$ cat config.mk
export PLATFORM = sky130hd
export DESIGN_NAME = mig_app_arbiter
export DESIGN_NICKNAME = d
export VERILOG_FILES = /design/src/rtl/mig_app_arbiter.sv
export SDC_FILE = /design/constraint.sdc
export NUM_CORES = 1
export LEC_CHECK = 0
export ABC_AREA = 1
export CORE_AREA = 2 2 289 291
export CTS_CLUSTER_DIAMETER = 80
export DETAILED_ROUTE_END_ITERATION = 16
export DIE_AREA = 0 0 291 293
export SLEW_MARGIN = 0
export SYNTH_ARGS = -nofsm -noshare
export SYNTH_HDL_FRONTEND = slang
export SYNTH_SLANG_ARGS = --single-unit
$ cat constraint.sdc
create_clock -name clk -period 18.75 [get_ports clk]
set_input_delay 3.75 -clock clk [delete_from_list [all_inputs] [get_ports clk]]
set_output_delay 3.75 -clock clk [all_outputs]
set_load 0.05 [all_outputs]
$ cat src/rtl/mig_app_arbiter.sv
// mig_app_arbiter: round-robin share of one MIG app_* UI port between two requesters, with in-order read tag routing
module mig_app_arbiter #(
  parameter int ADDR_W = 29,
  parameter int DATA_W = 128,
  parameter int MAX_RD = 8
) (
  input  logic                       clk,
  input  logic                       rst,
  input  logic                       calib_done,
  input  logic [1:0]                 req_valid,
  input  logic [1:0]                 req_we,
  input  logic [2*ADDR_W-1:0]        req_addr,
  input  logic [2*DATA_W-1:0]        req_wdata,
  output logic [1:0]                 req_ready,
  output logic [1:0]                 rsp_valid,
  output logic [DATA_W-1:0]          rsp_data,
  output logic [ADDR_W-1:0]          app_addr,
  output logic [2:0]                 app_cmd,
  output logic                       app_en,
  input  logic                       app_rdy,
  output logic [DATA_W-1:0]          app_wdf_data,
  output logic                       app_wdf_wren,
  output logic                       app_wdf_end,
  input  logic                       app_wdf_rdy,
  input  logic [DATA_W-1:0]          app_rd_data,
  input  logic                       app_rd_data_valid,
  output logic [$clog2(MAX_RD):0]    rd_outstanding,
  output logic                       err_orphan
);
  localparam int PW = $clog2(MAX_RD);
  localparam int CW = PW + 1;
  localparam logic [CW-1:0] MAXC = CW'(MAX_RD);
  typedef enum logic {S_IDLE, S_ISSUE} state_t;
  state_t state_q, state_d;
  logic rr_q, rr_d, id_q, id_d, rd_q, rd_d, en_q, en_d, wren_q, wren_d, orph_q, orph_d;
  logic [ADDR_W-1:0] addr_q, addr_d;
  logic [DATA_W-1:0] wdata_q, wdata_d, rsp_data_q, rsp_data_d;
  logic [PW-1:0] wp_q, wp_d, rp_q, rp_d;
  logic [CW-1:0] cnt_q, cnt_d;
  logic [1:0] rsp_valid_q, rsp_valid_d, elig;
  logic tags_q [MAX_RD];
  logic grant, gid, push, pop;
  // a read is only eligible while a tag slot is free, so the FIFO can never overflow
  assign elig  = req_valid & (req_we | {2{cnt_q < MAXC}});
  assign grant = (state_q == S_IDLE) && calib_done && |elig;
  assign gid   = &elig ? ~rr_q : elig[1];
  assign push  = en_q & app_rdy & rd_q;
  assign pop   = app_rd_data_valid & |cnt_q;
  always_comb begin
    state_d     = grant ? S_ISSUE
                : (state_q == S_ISSUE && !en_q && !wren_q) ? S_IDLE : state_q;
    rr_d        = grant ? gid : rr_q;
    id_d        = grant ? gid : id_q;
    rd_d        = grant ? ~req_we[gid] : rd_q;
    en_d        = grant | (en_q & ~app_rdy);
    wren_d      = grant ? req_we[gid] : wren_q & ~app_wdf_rdy;
    addr_d      = grant ? (gid ? req_addr[2*ADDR_W-1:ADDR_W] : req_addr[ADDR_W-1:0]) : addr_q;
    wdata_d     = grant ? (gid ? req_wdata[2*DATA_W-1:DATA_W] : req_wdata[DATA_W-1:0]) : wdata_q;
    wp_d        = wp_q + PW'(push);
    rp_d        = rp_q + PW'(pop);
    cnt_d       = cnt_q + CW'(push) - CW'(pop);
    rsp_valid_d = pop ? (tags_q[rp_q] ? 2'b10 : 2'b01) : 2'b00;
    rsp_data_d  = pop ? app_rd_data : rsp_data_q;
    orph_d      = orph_q | (app_rd_data_valid & ~|cnt_q);
  end
  always_ff @(posedge clk or posedge rst) begin
    if (rst) begin
      state_q     <= S_IDLE;
      rr_q        <= 1'b1;
      id_q        <= 1'b0;
      rd_q        <= 1'b0;
      en_q        <= 1'b0;
      wren_q      <= 1'b0;
      orph_q      <= 1'b0;
      addr_q      <= '0;
      wdata_q     <= '0;
      rsp_data_q  <= '0;
      rsp_valid_q <= '0;
      wp_q        <= '0;
      rp_q        <= '0;
      cnt_q       <= '0;
    end else begin
      state_q     <= state_d;
      rr_q        <= rr_d;
      id_q        <= id_d;
      rd_q        <= rd_d;
      en_q        <= en_d;
      wren_q      <= wren_d;
      orph_q      <= orph_d;
      addr_q      <= addr_d;
      wdata_q     <= wdata_d;
      rsp_data_q  <= rsp_data_d;
      rsp_valid_q <= rsp_valid_d;
      wp_q        <= wp_d;
      rp_q        <= rp_d;
      cnt_q       <= cnt_d;
    end
  end
  // tag storage needs no reset: stale entries are unreachable once the pointers clear
  always_ff @(posedge clk) begin
    if (push) tags_q[wp_q] <= id_q;
  end
  // accept pulse is combinational so app_en follows it by one cycle; forced low in reset
  assign req_ready      = (grant && !rst) ? (gid ? 2'b10 : 2'b01) : 2'b00;
  assign rsp_valid      = rsp_valid_q;
  assign rsp_data       = rsp_data_q;
  assign app_addr       = addr_q;
  assign app_cmd        = {2'b00, rd_q};
  assign app_en         = en_q;
  assign app_wdf_data   = wdata_q;
  assign app_wdf_wren   = wren_q;
  assign app_wdf_end    = wren_q;
  assign rd_outstanding = cnt_q;
  assign err_orphan     = orph_q;
endmodule
==> impl_metrics.csv, run 1 <==
group,metric,value,unit
outcome,status,"finished, final reports clean",
floorplan,start_util,18.1,%
global_route,antenna_found_initial,6,
place,place_ws,8090,ps
clocking,clk_latency,550,ps
worst_setup_path,path_buf_inv,4,
clocking,ctsHoldBuffers,0,
floorplan,floorplan.die.width,291,um
yosys,synth_top_area_share,51.3,%
hold_path,min_path_cells,2,
global_route,grt_overflow,0,
clocking,clock-root-buffer,"clkbuf_16",
yosys,synthCells,1866,
global_route,grt_pass1_wl,91700,um
yosys,synth_ff_type,"dfrtp_1",
yosys,yosysMostFrequentCell,"nand2_1",
worst_setup_path,critical_path.endpoint_type,"output port",
worst_setup_path,r2r_end,"app_wdf_data[29]",
timing,hold_viol,0,
global_route,grt_max_degree,161,
yosys,synth_cell_types,28,
yosys,ys_ff_latch,312,
clocking,clock_sinks,312,
worst_setup_path,crit_fanout,91,
clocking,h-tree-depth,2,
worst_setup_path,path_depth,8,
place,placed_area,23200,um^2
route,drt-initial-drc-count,703,
floorplan,ioPinCount,752,
hold_path,whs_endpoint,"app_wdf_data[39]",
clocking,cts_resized,0,
yosys,syn_area,14800,um^2
yosys,yosys.area.top_type,"dfrtp_1",
power,peakVddDrop,0.0000840,V
floorplan,fp.dieH,293,um
timing,max_slew_margin,33.7,%
route,ant_nets,0,
worst_setup_path,arrival,6900,ps
final_layout,fillers,8789,
global_route,grt_usage,14.0,%
timing,rsz0062_at_grt,"false",
flow_run,drv_cap,0,
clocking,cts_tree,"yes",
timing,fin_setup_tns,0,ps
worst_setup_path,critPathMaxStageDelay,810,ps
timing,min_period_over_period,56.8,%
worst_setup_path,r2r_slack,15340,ps
yosys,syn_area_per_cell,7.92,um^2
route,wirelength,61300,um
final_layout,design_area,24600,um^2
power,power_density,163,nW/um^2
clocking,clkTransAtPathRegs,60,ps
yosys,ys_seq_area_share,53.1,%
route,dr.pass1.iters,5,
timing,fmax,93.9,MHz
yosys,synthTopCellsByCount,"nand2_1, dfrtp_1, inv_1, nand3_1, nand3b_1",
clocking,postCtsSetupBuffers,0,
worst_setup_path,reg2reg_depth,6,
route,via_count,14310,
worst_setup_path,rr_startpoint,"rd_outstanding[3]",
global_route,grt_pass1_vias,14593,
yosys,async_reset_ff_share,97.4,%
power,p_leak,11.8,nW
clocking,cts_buffer_depth,3,
timing,finalSetupViolCount,0,
hold_path,holdCritStartpoint,"app_wdf_data[39]",
floorplan,coreArea,81800,um^2
worst_setup_path,path_class,"input port to output port",
timing,finalMaxSlewViolations,0,
worst_setup_path,crit_slowest_cell,"clkdlybuf4s50_1",
place,dp_hpwl,44500,um
place,gp_congestion,0.826,
floorplan,rows,105,
final_layout,final_net_count,3016,
final_layout,drive_above_1_share,3.48,%
worst_setup_path,cp-start-kind,"input port",
worst_setup_path,crit_path_frequent_cell,"clkdlybuf4s50_1",
timing,period_minus_slack,10650,ps
timing,worst-slew-pin-transition,995,ps
yosys,synthTopCellsByArea,"dfrtp_1, nand2_1, nand3b_1",
hold_path,min_path_type,"flip-flop to flip-flop",
worst_setup_path,worstPathCellList,"clkdlybuf4s50_1 -> inv_2 -> a21boi_4 -> nand2_8 -> inv_1 -> nand2_1 -> nor2_1 -> clkdlybuf4s50_1",
timing,fin_worst_skew,20.2,ps
timing,setup_ws,8100,ps
yosys,synth_edf_count,8,
worst_setup_path,required,15000,ps
place,port_buffers,749,
final_layout,syn_to_final_growth,66.4,%
worst_setup_path,cpLargestDelayFamily,"buffers and inverters",
clocking,cts_made_buffers,41,
power,finalPower,4.00,mW
yosys,yosysWarnings,0,
route,wl_per_cell,16.8,um
route,via_per_inst,3.91,
route,drc,0,
floorplan,dieArea,85300,um^2
-- cell type report --
type	count	area (um^2)	area share (%)
clock inverters	16	220	0.895
well taps	1070	1340	5.44
diodes	2	5.00	0.0203
repair buffers	763	7610	31.0
inverters	179	682	2.77
clock buffers	57	1170	4.75
multi-input cells	1258	5720	23.3
flip-flops and latches	312	7850	31.9
-- worst max-delay path by stage --
stage	start	end	slack [ps]
after floorplan	rst	app_addr[0]	6600
after global placement	req_we[1]	req_ready[1]	8100
after detailed placement	req_we[1]	req_ready[1]	8090
after CTS	req_we[1]	req_ready[1]	8090
after global routing	req_we[1]	req_ready[1]	7830
final	req_we[1]	req_ready[1]	8100
-- placed cells by master, fill, tap and decap left out, types with 2 or more instances in the layout --
| master | netlist | final |
|---|---|---|
| nand2_1 | 892 | 891 |
| clkdlybuf4s50_1 | 0 | 749 |
| dfrtp_1 | 303 | 303 |
| inv_1 | 177 | 175 |
| nand3_1 | 166 | 165 |
| nand3b_1 | 157 | 157 |
| clkbuf_16 | 0 | 42 |
| nor2_1 | 16 | 16 |
| buf_4 | 15 | 13 |
| clkbuf_1 | 29 | 9 |
| ha_1 | 8 | 8 |
| edfxtp_1 | 8 | 8 |
| clkbuf_8 | 0 | 6 |
| clkinv_2 | 0 | 5 |
| bufinv_16 | 0 | 5 |
| xor2_1 | 3 | 3 |
| inv_6 | 0 | 3 |
| diode_2 | 0 | 2 |
| inv_2 | 2 | 2 |
| nand3_4 | 0 | 2 |
| a21oi_1 | 2 | 2 |
| o21ai_0 | 2 | 2 |
| inv_8 | 0 | 2 |
| conb_1 | 1 | 2 |
| clkinv_1 | 0 | 2 |
-- cell families (layout without fill, tap and decap cells) --
logic type,after synthesis,in the layout,share of synthesized area [%]
XOR/XNOR,4,4,0.237
other,1,4,0.0254
AO/OA/AOI/OAI,8,8,0.440
buffers and inverters,297,1015,8.54
flip-flops,312,312,53.1
AND/OR/NAND/NOR,1235,1235,36.8
adder cells (fa/ha/maj),9,9,0.813
-- stage by stage --
| step | instances | hold WS [ps] | util, % |
|---|---|---|---|
| 3_5_place_dp | 3582 | 464 | 28.4 |
| 3_3_place_gp | 3582 | 462 | 28.4 |
| 4_1_cts | 3655 | 479 | 30.0 |
| 2_1_floorplan | 1867 | 450 | - |
| 5_1_grt | 3657 | 491 | 30.1 |
| 6_report | 3657 | 474 | 30.1 |
-- metal layers --
metal	vias up	global-route usage (%)	share of wire [%]
met3	104	4.21	7.5
met1	6545	16.3	40
li1	7098	-	-
met2	559	23.4	48
met5	-	0	0.039
met4	4	7.14	5.2
-- state kept, by name (all words and copies together), names as in the netlist --
name,count
app_wdf_end,1
rr_q,1
id_q,1
rd_q,1
app_addr,29
wp_q,3
rsp_valid,2
rp_q,3
tags_q,8
rsp_data,128
rd_outstanding,4
state_q,1
err_orphan,1
app_wdf_data,128
app_en,1
-- where the power goes --
part / leakage, nW / switching [mW] / internal, mW
logic: 7.33 / 1.43 / 0.657
registers: 3.79 / 0.161 / 0.930
clock network: 0.684 / 0.317 / 0.504
total: 11.8 / 1.91 / 2.09
-- worst reg2reg max path: stages, from the launching register on --
cell and delay [ps]:
dfrtp_1 460, a21boi_4 740, buf_4 680, buf_4 850, nand3b_1 330, nand3_1 140
nand2_1 70
(Power assumes the default switching activity.)
==> inputs of run 2 (changes only) <==
CORE_AREA = 2 2 291 293   (was 2 2 289 291)
DIE_AREA = 0 0 293 295   (was 0 0 291 293)
clock period = 9.9 ns   (was 18.75 ns; I/O delays follow)
==> run 2 against run 1 <==
  * Worst hold slack barely moved
  * Clock power rose by 84%
  * Core utilization fell by 0.49 points
  * Design area barely moved
  * Die area rose by 1.4%
  * Sequential cell count did not move
  * Final cell count rose by 0.30%
  * Clock skew fell by 11 ps
  * Combinational power rose by 89%
  * Largest cell class unchanged
==> impl_metrics.csv, run 2 (synthesized netlist as in run 1, its figures left out) <==
group,metric,value,unit
place,port_buffers,749,
global_route,grt_max_degree,139,
place,dp_hpwl,46800,um
clocking,h-tree-depth,2,
timing,hold_viol,0,
timing,period_minus_slack,6860,ps
worst_setup_path,crit_fanout,88,
global_route,grt_pass1_wl,91900,um
clocking,clock-root-buffer,"clkbuf_16",
power,peakVddDrop,0.000180,V
global_route,grt_usage,14.0,%
worst_setup_path,critPathMaxStageDelay,840,ps
place,gp_congestion,0.829,
timing,min_period_over_period,69.3,%
hold_path,min_path_cells,2,
clocking,ctsHoldBuffers,0,
hold_path,whs_endpoint,"app_wdf_data[49]",
worst_setup_path,r2r_slack,6520,ps
global_route,antenna_found_initial,8,
timing,fin_worst_skew,9.29,ps
timing,max_slew_margin,33.8,%
power,p_leak,11.8,nW
timing,fin_setup_tns,0,ps
clocking,clk_latency,560,ps
power,finalPower,7.55,mW
flow_run,drv_cap,0,
outcome,status,"finished, final reports clean",
floorplan,ioPinCount,752,
clocking,clkTransAtPathRegs,60,ps
route,wl_per_cell,17.3,um
route,drt-initial-drc-count,589,
final_layout,design_area,24600,um^2
place,place_ws,3000,ps
worst_setup_path,cp-start-kind,"input port",
worst_setup_path,reg2reg_depth,8,
timing,finalMaxSlewViolations,0,
worst_setup_path,rr_startpoint,"rd_outstanding[3]",
route,dr.pass1.iters,5,
power,power_density,307,nW/um^2
route,via_count,14561,
timing,worst-slew-pin-transition,993,ps
worst_setup_path,path_class,"input port to output port",
final_layout,multi_input_area,5720,um^2
timing,hold_slack,475,ps
route,via_per_inst,3.97,
floorplan,dieArea,86400,um^2
final_layout,drive_above_1_share,3.63,%
worst_setup_path,r2r_end,"rsp_data[69]",
final_layout,syn_to_final_growth,66.4,%
final_layout,fillers,8832,
timing,rsz0062_at_grt,"false",
hold_path,holdCritStartpoint,"app_wdf_data[49]",
clocking,postCtsSetupBuffers,0,
worst_setup_path,required,7920,ps
place,placed_area,23200,um^2
worst_setup_path,worstPathCellList,"clkdlybuf4s50_1 -> inv_1 -> nand2_1 -> nand3_4 -> nand2_8 -> inv_1 -> nor3_1 -> clkdlybuf4s50_1",
clocking,cts_buffer_depth,3,
clocking,cts_resized,0,
global_route,grt_pass1_vias,14379,
final_layout,final_net_count,3016,
floorplan,start_util,17.8,%
hold_path,min_path_type,"flip-flop to flip-flop",
floorplan,floorplan.die.width,293,um
clocking,cts_tree,"yes",
global_route,grt_overflow,0,
worst_setup_path,arrival,4880,ps
route,ant_nets,0,
final_layout,final_cell_mix,"nand2_1, clkdlybuf4s50_1, dfrtp_1",
worst_setup_path,crit_slowest_cell,"clkdlybuf4s50_1",
timing,setup_ws,3040,ps
worst_setup_path,critical_path.endpoint_type,"output port",
route,wirelength,63300,um
clocking,cts_made_buffers,40,
route,drc,0,
final_layout,seq_area,7850,um^2
floorplan,coreArea,83200,um^2
timing,fmax,146,MHz
floorplan,fp.dieH,295,um
floorplan,rows,106,
final_layout,final_common_cell,"nand2_1",
clocking,clock_sinks,312,
timing,finalSetupViolCount,0,
-- run 2: cell types whose count changed in the layout (fill, tap and decap cells not counted), moves of 2 or more --
cell,delta
clkinvlp_4,+5
clkbuf_1,-5
clkinv_1,+2
clkbuf_16,-2
-- run 2: final cells by class --
type,count,area share (%)
diodes,2,0.0204
clock buffers,50,4.47
clock inverters,23,1.01
inverters,179,2.76
multi-input cells,1258,23.3
flip-flops and latches,312,31.9
well taps,1080,5.50
repair buffers,764,31.1
-- run 2: where the power goes --
group          internal [mW]  switching, mW
clock                  0.897          0.617
sequential              1.76          0.306
combinational           1.24           2.72
-- run 2: through the flow --
step | std cells | utilization [%]
detailed placement | 3593 | 27.9
global placement | 3593 | 27.9
floorplan | 1867 | -
global route | 3666 | 29.6
CTS | 3666 | 29.6
finish | 3668 | 29.6
-- run 2: worst max-delay path, delay by kind of cell --
family | cells | cell delay, ps
AND/OR/NAND/NOR | 4 | 1390
buffers and inverters | 4 | 1490
-- run 2: worst max path at each step --
stage / start / endpoint / slack [ps] / cells after the start
6_report: req_we[0] / req_ready[0] / 3040 / 8
5_1_grt: req_we[0] / req_ready[0] / 2790 / 8
4_1_cts: req_we[0] / req_ready[0] / 3000 / 8
3_5_place_dp: req_we[0] / req_ready[0] / 3000 / 8
3_3_place_gp: req_we[0] / req_ready[1] / 3010 / 9
2_1_floorplan: rst / app_addr[0] / 3880 / 1
-- run 2: metal layers --
layer	share of wire (%)	up-vias	wire length, um	GRT usage [%]
met5	0.033	-	21	0
met4	4.4	4	2780	5.95
met2	49	647	31000	24.4
met3	8.8	109	5600	4.42
li1	-	7102	-	-
met1	38	6699	24000	15.8
==> patch 1: new RTL, settings of run 2 <==
`DATA_W`: 128 -> 120.
--- a/src/rtl/mig_app_arbiter.sv
+++ b/src/rtl/mig_app_arbiter.sv
@@ -1,7 +1,7 @@
 // mig_app_arbiter: round-robin share of one MIG app_* UI port between two requesters, with in-order read tag routing
 module mig_app_arbiter #(
   parameter int ADDR_W = 29,
-  parameter int DATA_W = 128,
+  parameter int DATA_W = 120,
   parameter int MAX_RD = 8
 ) (
   input  logic                       clk,
Ports: changed (resized app_rd_data, app_wdf_data, req_wdata and rsp_data); port bits go from 752 to 712. No check against the original RTL was run, so the function may have changed too.
==> patch 1 against run 2 <==
Via count shrank 5.1%; area after synthesis shrank 5.2%; maximum frequency shrank 3.3%; design area shrank 4.8%; wire length shrank 5.0%; total power shrank 5.6%; setup slack lost 0.23 ns; sequential cell count shrank 16; highest routed layer unchanged.
==> patch 1: results (changes against run 2) <==
* DR pass1 iterations at 6 (was 5)
* Seq/Total Area, Yosys at 53.14% (was 53.10%)
* Vias/cell at 3.899 (was 3.970)
* H-tree depth at 2 (unchanged)
* Iter 0 DRT Violations at 575 (was 589)
* Vias in the first global route at 13,822 (was 14,379)
* Placed wire-length estimate at 43,570 um (was 46,750 um)
* Ys async rst share at 97.30% (was 97.44%)
* Synth area leaders: dfrtp_1 51%, nand2_1 23%, nand3b_1 8.0% (unchanged)
* Worst slew pin tran at 1.064 ns (was 0.9928 ns)
* # nets final at 2,864 (was 3,016)
* VDD IR max at 0.1626 mV (was 0.1795 mV)
* DP Area at 22,120 um2 (was 23,230 um2)
* Met2 wire len at 29,390 um (was 30,990 um)
* Deepest clock path buffer count at 3 (unchanged)
* Leakage at 11.18 nW (was 11.78 nW)
* Post-CTS Setup Inserts at 0 (unchanged)
* Worst Reg-to-Reg Cells at 8 (unchanged)
* Antenna violations before repair at 11 (was 8)
* Met3 routed WL at 5653 um (was 5595 um)
* Hold path depth at 2 (unchanged)
* Post-Route WL at 60,160 um (was 63,350 um)
* Library cells used by synthesis at 28 (unchanged)
* Largest net degree at the start of global routing at 142 (was 139)
* Post-CTS sizing at 0 (unchanged)
* Fill cells at 8,883 (was 8,832)
* GP Congestion at 0.7958 (was 0.8286)
* Max-cap violations at 0 (unchanged)
* DR top layer: met5 (unchanged)
* Worst skew pair latency at about 0.55 ns
* Crit path DAT at 5.12 ns (was 4.88 ns)
* Overall Global Routing Usage at 13.38% (was 14.03%)
* First-pass GRT wire length at 88,080 um (was 91,940 um)
* Post-synth EDFFs at 8 (unchanged)
* Ys Warns at 0 (unchanged)
* Outcome: completed (unchanged)
* Top cells by count, synth: 845 x nand2_1, 287 x dfrtp_1, 168 x inv_1 (was 892 x nand2_1, 303 x dfrtp_1, 177 x inv_1)
* Tightest Hold Check Type: flop to flop (unchanged)
* CTS Buf Count at 40 (unchanged)
* Worst-path maximum fanout at 67 (was 88)
* Root Buffer: clkbuf_16 (unchanged)
* Post-route cell area at 23,410 um2 (was 24,590 um2)
* Share of post-route cells with drive strength above 1 at 3.827% (was 3.635%)
* CTS clk-pin slew, worst paths at 0.05 ns
* Setup Skew at 0.01697 ns (was 0.009293 ns)
* Met1 wire length at 23,200 um (was 23,960 um)
* Port Buffer Count at 709 (was 749)
[patch 1: cell types whose count changed in the layout (fill, tap and decap cells not counted), moves of 5 or more]
cell and delta:
nand2_1 -48, clkdlybuf4s50_1 -40, dfrtp_1 -16, inv_1 -8, nand3_1 -8, nand3b_1 -8, diode_2 +5
[patch 1: path summary, 6_finish.rpt]
| check | end | slack (ns) | startpoint |
|---|---|---|---|
| min in group asynchronous | app_wdf_data[13] | 1.93 | rst |
| worst max-delay path | req_ready[0] | 2.80 | req_we[0] |
| worst max register to register | app_wdf_data[90] | 5.99 | rd_outstanding[3] |
| worst min-delay path | app_wdf_data[41] | 0.47 | app_wdf_data[41] |
| worst min register to register | app_wdf_data[41] | 0.47 | app_wdf_data[41] |
| max in group asynchronous | rsp_data[5] | 6.63 | rst |
[patch 1: through the flow]
stage,cells,worst slack [ns]
2_1_floorplan,1772,4.102
3_3_place_gp,3465,2.635
3_5_place_dp,3465,2.618
4_1_cts,3536,2.613
5_1_grt,3541,2.468
6_report,3543,2.803
[patch 1: metal layers]
layer	GRT usage, %	vias to the layer above
met5	0	-
met4	4.941	8
met3	4.947	97
met2	23.10	563
met1	15.05	6392
li1	-	6754
[patch 1: report_power, final]
part / switching (mW) / total (mW) / internal (mW)
logic: 2.57 / 3.75 / 1.18
registers: 0.286 / 1.96 / 1.67
clock network: 0.589 / 1.41 / 0.824
total: 3.44 / 7.12 / 3.68
[patch 1: cells by family after synthesis]
| logic type | synth area share [%] |
|---|---|
| DFF | 53.14 |
| other | 0.02676 |
| adders and majority gates | 0.8570 |
| xor gates and xnor gates | 0.2500 |
| buffers and inverters | 8.427 |
| and+or+nand+nor | 36.83 |
| AOI/OAI and AO/OA | 0.4643 |
[patch 1: final cells by class]
| type | instances | area share [%] |
|---|---|---|
| diodes | 7 | 0.07482 |
| clock buffers | 55 | 4.949 |
| clock inverters | 16 | 0.5184 |
| inverters | 171 | 2.768 |
| multi-input cells | 1194 | 23.20 |
| flip-flops and latches | 296 | 31.81 |
| well taps | 1080 | 5.772 |
| repair buffers | 724 | 30.90 |
[patch 1: critical path, stage by stage]
cell and delay (ns):
clkdlybuf4s50_1 0.48, inv_1 0.04, nand2_1 0.11, nand3_4 0.67, nand2_4 0.68, inv_1 0.11
nor3_1 0.20, clkdlybuf4s50_1 0.85
==> patch 2: new RTL, flow settings as in run 2 <==
Made on the original files. Register the output `err_orphan` once more, cleared by the reset; this adds one clock of latency there. The other outputs are not delayed to match.
--- a/src/rtl/mig_app_arbiter.sv
+++ b/src/rtl/mig_app_arbiter.sv
@@ -111,5 +111,11 @@
   assign app_wdf_wren   = wren_q;
   assign app_wdf_end    = wren_q;
   assign rd_outstanding = cnt_q;
-  assign err_orphan     = orph_q;
+  always_ff @(posedge clk or posedge rst) begin
+    if (rst) begin
+      err_orphan <= '0;
+    end else begin
+      err_orphan <= orph_q;
+    end
+  end
 endmodule
Formal check against the unedited RTL: not equivalent (a bounded check fails within 4 cycles, from zero or initial values and one cycle with rst high).
==> patch 2 against run 2 <==
Area after synthesis increased by 0.17%; non-clock buffer count down 1; design area up 0.10%; sequential cell count up 1; die area stayed put; wire length fell by 0.51%; setup slack worse by 0.097 ns; clock skew up 0.016 ns; core utilization hardly changed; total power decreased by 0.38%.
==> patch 2: results (changes against run 2) <==
* Mapped Avg Cell Area at 7.930 um2 (was 7.921 um2)
* DP Area at 23,250 um2 (was 23,230 um2)
* Worst hold endpoint: err_orphan (was app_wdf_data[49])
* Critical Path End: req_ready[1] (was req_ready[0])
* Hold Slack at 0.4264 ns (was 0.4746 ns)
* # nets final at 3,017 (was 3,016)
* Hold path depth at 0 (was 2)
* VDD IR max at 0.1702 mV (was 0.1795 mV)
* Antenna violations before repair at 10 (was 8)
* Port Buffer Count at 749 (unchanged)
* Vias in the first global route at 14,324 (was 14,379)
* Final non-filler cell total at 3,670 (was 3,668)
* Worst-path maximum fanout at 81 (was 88)
* Share of post-route cells with drive strength above 1 at 3.824% (was 3.635%)
* Synth area leaders: dfrtp_1 51%, nand2_1 23%, nand3b_1 8.0% (unchanged)
* Overall Global Routing Usage at 13.98% (was 14.03%)
* Leakage at 11.81 nW (was 11.78 nW)
* Seq/Total Area, Yosys at 53.18% (was 53.10%)
* R2R Setup Slk at 6.61 ns (was 6.52 ns)
* Fill cells at 8,877 (was 8,832)
* DR vias at 14,486 (was 14,561)
* P_sw at 3.632 mW (was 3.642 mW)
* Worst Setup SP: req_we[1] (was req_we[0])
* Crit path DAT at 4.98 ns (was 4.88 ns)
* Ys async rst share at 97.44% (about the same)
* Hold_sp: orph_q (was app_wdf_data[49])
* CTS Buf Count at 41 (was 40)
* Largest net degree at the start of global routing at 136 (was 139)
* H-tree depth at 2 (unchanged)
* Worst slew pin tran at 1.014 ns (was 0.9928 ns)
* Top cells by count, synth: 892 x nand2_1, 304 x dfrtp_1, 177 x inv_1 (was 892 x nand2_1, 303 x dfrtp_1, 177 x inv_1)
* Tightest Hold Check Type: flop to flop (unchanged)
* Place WS at 2.953 ns (was 3.005 ns)
* Placed wire-length estimate at 46,120 um (was 46,750 um)
* Iter 0 DRT Violations at 623 (was 589)
* Setup TNS at 0 ns (unchanged)
* First-pass GRT wire length at 91,780 um (was 91,940 um)
* GP Congestion at 0.8191 (was 0.8286)
* Setup Skew at 0.02506 ns (was 0.009293 ns)
* Reg-to-reg critical path endpoint: rsp_data[13] (was rsp_data[69])
* Outcome: completed (unchanged)
* Post-CTS Setup Inserts at 0 (unchanged)
* DP Cell Count at 3,593 (unchanged)
* Drt wl/cell at 17.17 um (was 17.27 um)
-- patch 2: cell count changes after synthesis --
cell     change
dfrtp_1      +1
-- patch 2: cell families after synthesis --
logic type | synth area share, %
xor gates and xnor gates | 0.2367
buffers and inverters | 8.527
and+or+nand+nor | 36.78
adders and majority gates | 0.8113
other | 0.02533
AOI/OAI and AO/OA | 0.4395
DFF | 53.18
-- patch 2: area by class of cell --
cell class,count,area share (%)
clock buffers,59,5.018
flip-flops and latches,313,31.99
clock inverters,17,0.4982
diodes,1,0.01017
multi-input cells,1258,23.25
well taps,1080,5.490
inverters,179,2.755
repair buffers,763,30.99
-- patch 2: through the flow --
| step | util (%) | total power [mW] |
|---|---|---|
| 2_1_floorplan | - | 4.528 |
| 3_3_place_gp | 27.96 | 6.070 |
| 3_5_place_dp | 27.96 | 6.079 |
| 4_1_cts | 29.59 | 7.627 |
| 5_1_grt | 29.60 | 7.908 |
| 6_report | 29.60 | 7.516 |
-- patch 2: worst max-delay path: stages --
cell	delay [ns]
clkdlybuf4s50_1	0.54
inv_2	0.06
a21boi_4	0.66
nand2_8	0.47
inv_1	0.20
nand2_1	0.10
nor2_1	0.11
clkdlybuf4s50_1	0.81
-- patch 2: power by group through the flow --
stage          logic (mW)  clock network, mW  registers, mW
2_1_floorplan       0.899                  0           3.63
3_3_place_gp         3.98                  0           2.09
3_5_place_dp         3.98                  0           2.09
4_1_cts              3.99               1.54           2.09
5_1_grt              4.18               1.59           2.14
6_report             3.94               1.49           2.09
-- patch 2: metal layers --
| metal | global-route usage [%] | vias up | part of all wire, % |
|---|---|---|---|
| li1 | - | 7106 | - |
| met4 | 4.640 | 10 | 3.3 |
| met5 | 0 | - | 0.086 |
| met1 | 16.05 | 6659 | 39 |
| met3 | 4.623 | 104 | 8.8 |
| met2 | 24.39 | 607 | 49 |
